## src/rtl/rob.sv

```systemverilog
// Reorder buffer: allocates tags at dispatch, captures CDB results, retires in order.
// Commit side drives the rst tag-clear strobe and the architectural register write.
module rob #(
    parameter int DEPTH  = 32,
    parameter int TAG_W  = 5,
    parameter int DATA_W = 32
) (
    input  logic              clock,
    input  logic              reset,
    input  logic              flush,
    input  logic              disp_valid,
    input  logic [4:0]        disp_dest,
    input  logic              disp_wr,
    output logic              disp_ready,
    output logic [TAG_W-1:0]  disp_tag,
    input  logic              cdb_valid,
    input  logic [TAG_W-1:0]  cdb_tag,
    input  logic [DATA_W-1:0] cdb_data,
    input  logic [TAG_W-1:0]  src_tag_a,
    input  logic [TAG_W-1:0]  src_tag_b,
    output logic              src_ready_a,
    output logic              src_ready_b,
    output logic [DATA_W-1:0] src_data_a,
    output logic [DATA_W-1:0] src_data_b,
    output logic              RB_valid_rst,
    output logic [TAG_W-1:0]  RB_tag_rst,
    output logic              commit_wen,
    output logic [4:0]        commit_addr,
    output logic [DATA_W-1:0] commit_data,
    output logic [TAG_W:0]    count
);

    logic [TAG_W:0]    head;
    logic [TAG_W:0]    tail;
    logic [DEPTH-1:0]  busy;
    logic [DEPTH-1:0]  rdy;
    logic [DEPTH-1:0]  wr_q;
    logic [4:0]        dest_q [DEPTH];
    logic [DATA_W-1:0] data_q [DEPTH];

    logic [TAG_W-1:0]  head_idx;
    logic [TAG_W-1:0]  tail_idx;
    logic              full;
    logic              commit;
    logic              disp_fire;
    logic              cdb_hit;

    assign head_idx = head[TAG_W-1:0];
    assign tail_idx = tail[TAG_W-1:0];

    function automatic logic tag_ok(input logic [TAG_W-1:0] t);
        return 32'(t) < DEPTH;
    endfunction

    // Wrap bit toggles when the index rolls past DEPTH-1.
    function automatic logic [TAG_W:0] ptr_inc(input logic [TAG_W:0] p);
        if (p[TAG_W-1:0] == TAG_W'(DEPTH - 1))
            return {~p[TAG_W], {TAG_W{1'b0}}};
        else
            return p + (TAG_W+1)'(1);
    endfunction

    assign full       = (head_idx == tail_idx) && (head[TAG_W] != tail[TAG_W]);
    assign disp_ready = ~full;
    assign disp_tag   = tail_idx;
    assign disp_fire  = disp_valid & disp_ready & ~flush;
    assign cdb_hit    = cdb_valid & tag_ok(cdb_tag) & busy[cdb_tag];

    always_comb begin
        count = {1'b0, tail_idx} - {1'b0, head_idx};
        if (head[TAG_W] != tail[TAG_W])
            count = count + (TAG_W+1)'(DEPTH);
    end

    assign commit = busy[head_idx] & rdy[head_idx] & ~flush;

    always_comb begin
        RB_valid_rst = 1'b0;
        RB_tag_rst   = '0;
        commit_wen   = 1'b0;
        commit_addr  = '0;
        commit_data  = '0;
        if (commit) begin
            RB_valid_rst = 1'b1;
            RB_tag_rst   = head_idx;
            commit_wen   = wr_q[head_idx] & (dest_q[head_idx] != 5'd0);
            commit_addr  = dest_q[head_idx];
            commit_data  = data_q[head_idx];
        end
    end

    // Result in the MSB-side ready bit; a live CDB broadcast beats stored data.
    function automatic logic [DATA_W:0] lookup(input logic [TAG_W-1:0] t);
        if (!tag_ok(t))
            return '0;
        else if (cdb_valid && cdb_tag == t && busy[t])
            return {1'b1, cdb_data};
        else if (busy[t] && rdy[t])
            return {1'b1, data_q[t]};
        else
            return '0;
    endfunction

    always_comb begin
        {src_ready_a, src_data_a} = lookup(src_tag_a);
        {src_ready_b, src_data_b} = lookup(src_tag_b);
    end

    always_ff @(posedge clock or posedge reset) begin
        if (reset) begin
            head <= '0;
            tail <= '0;
            busy <= '0;
            rdy  <= '0;
            wr_q <= '0;
            for (int i = 0; i < DEPTH; i++) begin
                dest_q[i] <= '0;
                data_q[i] <= '0;
            end
        end else if (flush) begin
            head <= '0;
            tail <= '0;
            busy <= '0;
            rdy  <= '0;
        end else begin
            if (cdb_hit) begin
                rdy[cdb_tag]    <= 1'b1;
                data_q[cdb_tag] <= cdb_data;
            end
            if (commit) begin
                busy[head_idx] <= 1'b0;
                rdy[head_idx]  <= 1'b0;
                head           <= ptr_inc(head);
            end
            if (disp_fire) begin
                busy[tail_idx]   <= 1'b1;
                rdy[tail_idx]    <= 1'b0;
                wr_q[tail_idx]   <= disp_wr;
                dest_q[tail_idx] <= disp_dest;
                tail             <= ptr_inc(tail);
            end
        end
    end

endmodule

```

## config.mk

```make
export PLATFORM = sky130hd
export DESIGN_NAME = rob
export DESIGN_NICKNAME = d
export VERILOG_FILES = /design/src/rtl/rob.sv
export SDC_FILE = /design/constraint.sdc
export NUM_CORES = 2
export LEC_CHECK = 0
export BUFFER_PORTS_ARGS = -buffer_cell sky130_fd_sc_hd__buf_2
export CORE_MARGIN = 1.5
export CORE_UTILIZATION = 63
export CTS_CLUSTER_DIAMETER = 50
export DETAILED_ROUTE_END_ITERATION = 16
export PLACE_DENSITY = 0.85
export SYNTH_ARGS = -nofsm -noshare
export SYNTH_HDL_FRONTEND = slang
export SYNTH_SLANG_ARGS = --single-unit
```

## constraint.sdc

```tcl
create_clock -name clock -period 93.9 [get_ports clock]
set_input_delay 9.39 -clock clock [delete_from_list [all_inputs] [get_ports clock]]
set_output_delay 9.39 -clock clock [all_outputs]
set_load 0.005 [all_outputs]
```

==> out/results.txt <==
By area the synthesized netlist is led by sky130_fd_sc_hd__dfrtp_1 42%, sky130_fd_sc_hd__mux4_2 16%, sky130_fd_sc_hd__mux2_2 15%. For this block, the routed nets add up to 270,400 um of wire. Leaving out fill and tap cells, the most frequent cells in the layout are 1,290 x sky130_fd_sc_hd__dfrtp_1, 1,041 x sky130_fd_sc_hd__mux2_2, 646 x sky130_fd_sc_hd__mux2i_1. The run gives 0 as the number of hold-repair buffers added at the cts stage. The total power divided by cell area is 17.71 nW/um^2, and the overflow left after global routing is 0. The worst setup path is captured at an output port.

The overall via count from detail_route was 60,020; the register bit count reported by yosys was 1,292. The number of synthesized flops with an enable pin came out at 0. The final number of hold-violating endpoints was 0. The top cell type by area accounts for 41.60% of the synthesized area. Number of sinks driven by the clock tree: 1,292. Sequential cells account for 44.3% of the total power. IR analysis of the VDD net gives a maximum drop of 20.24 uV. The leakage power is 38.09 nW. The initialized floorplan defines 128 standard-cell rows.

The count of buffers added by post-CTS timing repair for setup was 0; the synthesized netlist net count was 5,997. The total count of max-transition violations in the final report is 0. Path type of the worst min-delay path: register to register. After synthesis, flip-flops and latches occupy 41.60% of the total area. Across every metal layer, demand over resource in global routing totals 42.84%. Net switching is 27.74% of the power.

Starting density of the core: 63.68%. The tools report the post-cts gate resize count as 0. Number of cells on the worst reg-to-reg path: 8.

For the worst setup path, the data required time is 84,510 ps. On the final layout, the worst hold slack is 503.0 ps. Fmax: 42.33 MHz.

The library cell used most frequently in the layout, excluding fill and tap cells, is sky130_fd_sc_hd__dfrtp_1. Routability congestion estimate: 0.9557. The first detailed-routing pass took 9 iterations.

The cell count after synthesis came out at 5,923. Entering global routing, the biggest net connects 184 pins. Clock buffer count from CTS: 151. The worst path needs 23,620 ps of the cycle, external delays included.

In the final routed layout, each cell accounts on average for 36.01 um. Setup violations remaining at the end of the flow were counted as 0. Of the cells placed in the final design, the portion with a size suffix greater than 1 is 37.88%. In this run the tightest slew margin relative to its limit is 8.993%.

The clock passes through at most 3 buffers. After the first detailed-routing iteration, the DRC count stood at 9,011. Among all flip-flop cells after synthesis, the most frequent one is sky130_fd_sc_hd__dfrtp_1.

The floorplan step defined a die boundary enclosing 125,500 um^2. The Yosys step of the flow raised 0 warnings. Compared with the post-synthesis result, the final layout area differs by 8.826%. The count of input and output buffers came out at 179. The run gives 180 as the total I/O pin count. The critical path is of the input pin to output port type.

The share of total power dissipated in combinational logic is 14.5%. For the summed instance area of the synthesized netlist, the log shows 77,720 um^2. The die height is 354.2 um. Summed over all instances, the cell type with the most area after synthesis is sky130_fd_sc_hd__dfrtp_1. The final HPWL from detailed placement came out at 146,900 um. After clock tree synthesis, the clock-pin slew on the worst setup and hold paths is 60 ps. For the first-pass GRT wire length, the log shows 397,800 um. After synthesis, the netlist uses 69 different library cells. Type of origin of the critical path: an input pin.

The total internal power came out at 1.082 mW. The cell sitting at the root of the clock tree is a sky130_fd_sc_hd__clkbuf_16. Between clock sinks in the finished design, the worst skew comes to 28.02 ps.

The switching power of the nets came out at 0.4153 mW. The run finished with clean final reports. The placeable core area was 122,000 um^2. For the worst-skew pair, the clock arrives at the later sink with an insertion delay of 820 ps. For this run, asynchronously set or reset flops after synthesis account for 100.0%. Width of the die: 354.2 um. TritonCTS built the clock tree. The clock network accounts for 41.2% of the total power. The level count of the clock H-tree was 4. For the worst setup path, the data arrival time is 14,230 ps. The layout filler cell count is 7,959. Along the worst path, the maximum fanout reaches 153.

The DRC violations left is 0. Of the available clock period, the critical path in the final layout requires 25.16%. Sum of negative setup slack: 0 ps. The number of instances on the worst hold path came out at 1.

The number of nets in the final layout was 5,822; the number of global-route vias before repair was 61,000. The number of antenna violations at the first check in global routing is 22, and the synthesized area per cell is 13.12 um^2. The tool flagged a number of max-cap violations equal to 0. Setup repair after global routing left no endpoint under its margin. At the pin with the least slew margin, the transition time is 1365 ps. For the residual antenna-violating net count after detailed routing, the log shows 0. The routed via count divided by cell count is 7.994.
## area by class of cell
class / instances / area [um^2] / area share, %
Clock inverter: 63 / 842.1 / 0.9956
Antenna cell: 14 / 35.03 / 0.04142
Timing Repair Buffer: 297 / 1897 / 2.243
Inverter: 34 / 135.1 / 0.1598
Clock buffer: 211 / 4339 / 5.130
Tap cell: 1625 / 2033 / 2.404
Sequential cell: 1292 / 32340 / 38.24
Multi-Input combinational cell: 3972 / 42960 / 50.79
## path summary, 6_finish.rpt
kind / start / end / slack [ps]
max: src_tag_b[1] / src_data_b[15] / 70280
min: wr_q[21] / wr_q[21] / 500
max reg2reg: head[3] / dest_q[121] / 89320
min reg2reg: wr_q[21] / wr_q[21] / 500
max in group asynchronous: reset / data_q[469] / 80940
min in group asynchronous: reset / data_q[164] / 8760
## state kept, by name, indices dropped and copies added, names as in the netlist
name    flops
data_q   1024
busy       32
head        6
wr_q       32
rdy        32
dest_q    160
tail        6
## cells in the mapped netlist (19+ instances only)
cell type,instances
sky130_fd_sc_hd__a21oi_1,111
sky130_fd_sc_hd__a22o_1,33
sky130_fd_sc_hd__a22oi_1,291
sky130_fd_sc_hd__a31oi_1,19
sky130_fd_sc_hd__and3_1,27
sky130_fd_sc_hd__buf_1,62
sky130_fd_sc_hd__buf_2,248
sky130_fd_sc_hd__buf_4,21
sky130_fd_sc_hd__clkbuf_1,291
sky130_fd_sc_hd__dfrtp_1,1292
sky130_fd_sc_hd__inv_1,31
sky130_fd_sc_hd__mux2_1,188
sky130_fd_sc_hd__mux2_2,1041
sky130_fd_sc_hd__mux2i_1,646
sky130_fd_sc_hd__mux4_2,544
sky130_fd_sc_hd__nand2_1,174
sky130_fd_sc_hd__nand2b_1,23
sky130_fd_sc_hd__nand3_1,143
sky130_fd_sc_hd__nand4_1,67
sky130_fd_sc_hd__nor2_1,107
sky130_fd_sc_hd__o211ai_1,26
sky130_fd_sc_hd__o211ai_2,25
sky130_fd_sc_hd__o21ai_0,29
sky130_fd_sc_hd__o22ai_1,188
sky130_fd_sc_hd__o2bb2ai_1,32
sky130_fd_sc_hd__or4_1,40
## power by group through the flow
stage,logic (mW),clock network [mW],registers (mW)
final,0.217,0.617,0.664
after global routing,0.227,0.639,0.669
after global placement,0.201,0,0.662
after floorplan,0.162,0,0.653
after CTS,0.211,0.615,0.661
after detailed placement,0.208,0,0.668
## metal layers
layer | global-route usage (%) | part of all wire [%] | wire length (um)
met2 | 59.71 | 42 | 113200
met3 | 18.04 | 16 | 43100
met4 | 32.22 | 9.1 | 24520
met1 | 53.12 | 33 | 89370
met5 | 0.3396 | 0.077 | 209
## kinds of logic after synthesis
group           synth area share, %
compound gates                7.866
xor+xnor                     0.1690
fa+ha+maj                    0.2673
buf+inv                       3.704
flops                         41.60
mux                           41.89
simple gates                  4.500
## critical path, stage by stage
cell,delay [ps]
sky130_fd_sc_hd__buf_8,500
sky130_fd_sc_hd__buf_4,830
sky130_fd_sc_hd__buf_4,970
sky130_fd_sc_hd__buf_12,850
sky130_fd_sc_hd__mux4_2,440
sky130_fd_sc_hd__a22oi_1,340
sky130_fd_sc_hd__nand4_1,140
sky130_fd_sc_hd__a22o_1,290
sky130_fd_sc_hd__buf_2,160
## per-stage QoR
stage,utilization (%),total power [mW],worst slack (ps),std cells,area [um^2]
floorplan,-,0.8155,48100,5923,77720
global placement,65.03,0.8628,70600,7220,79360
detailed placement,65.03,0.8765,70500,7220,79360
CTS,69.27,1.487,70490,7494,84540
global route,69.28,1.535,70260,7496,84550
finish,69.30,1.497,70280,7508,84580
Power figures use the tool's default switching activity.
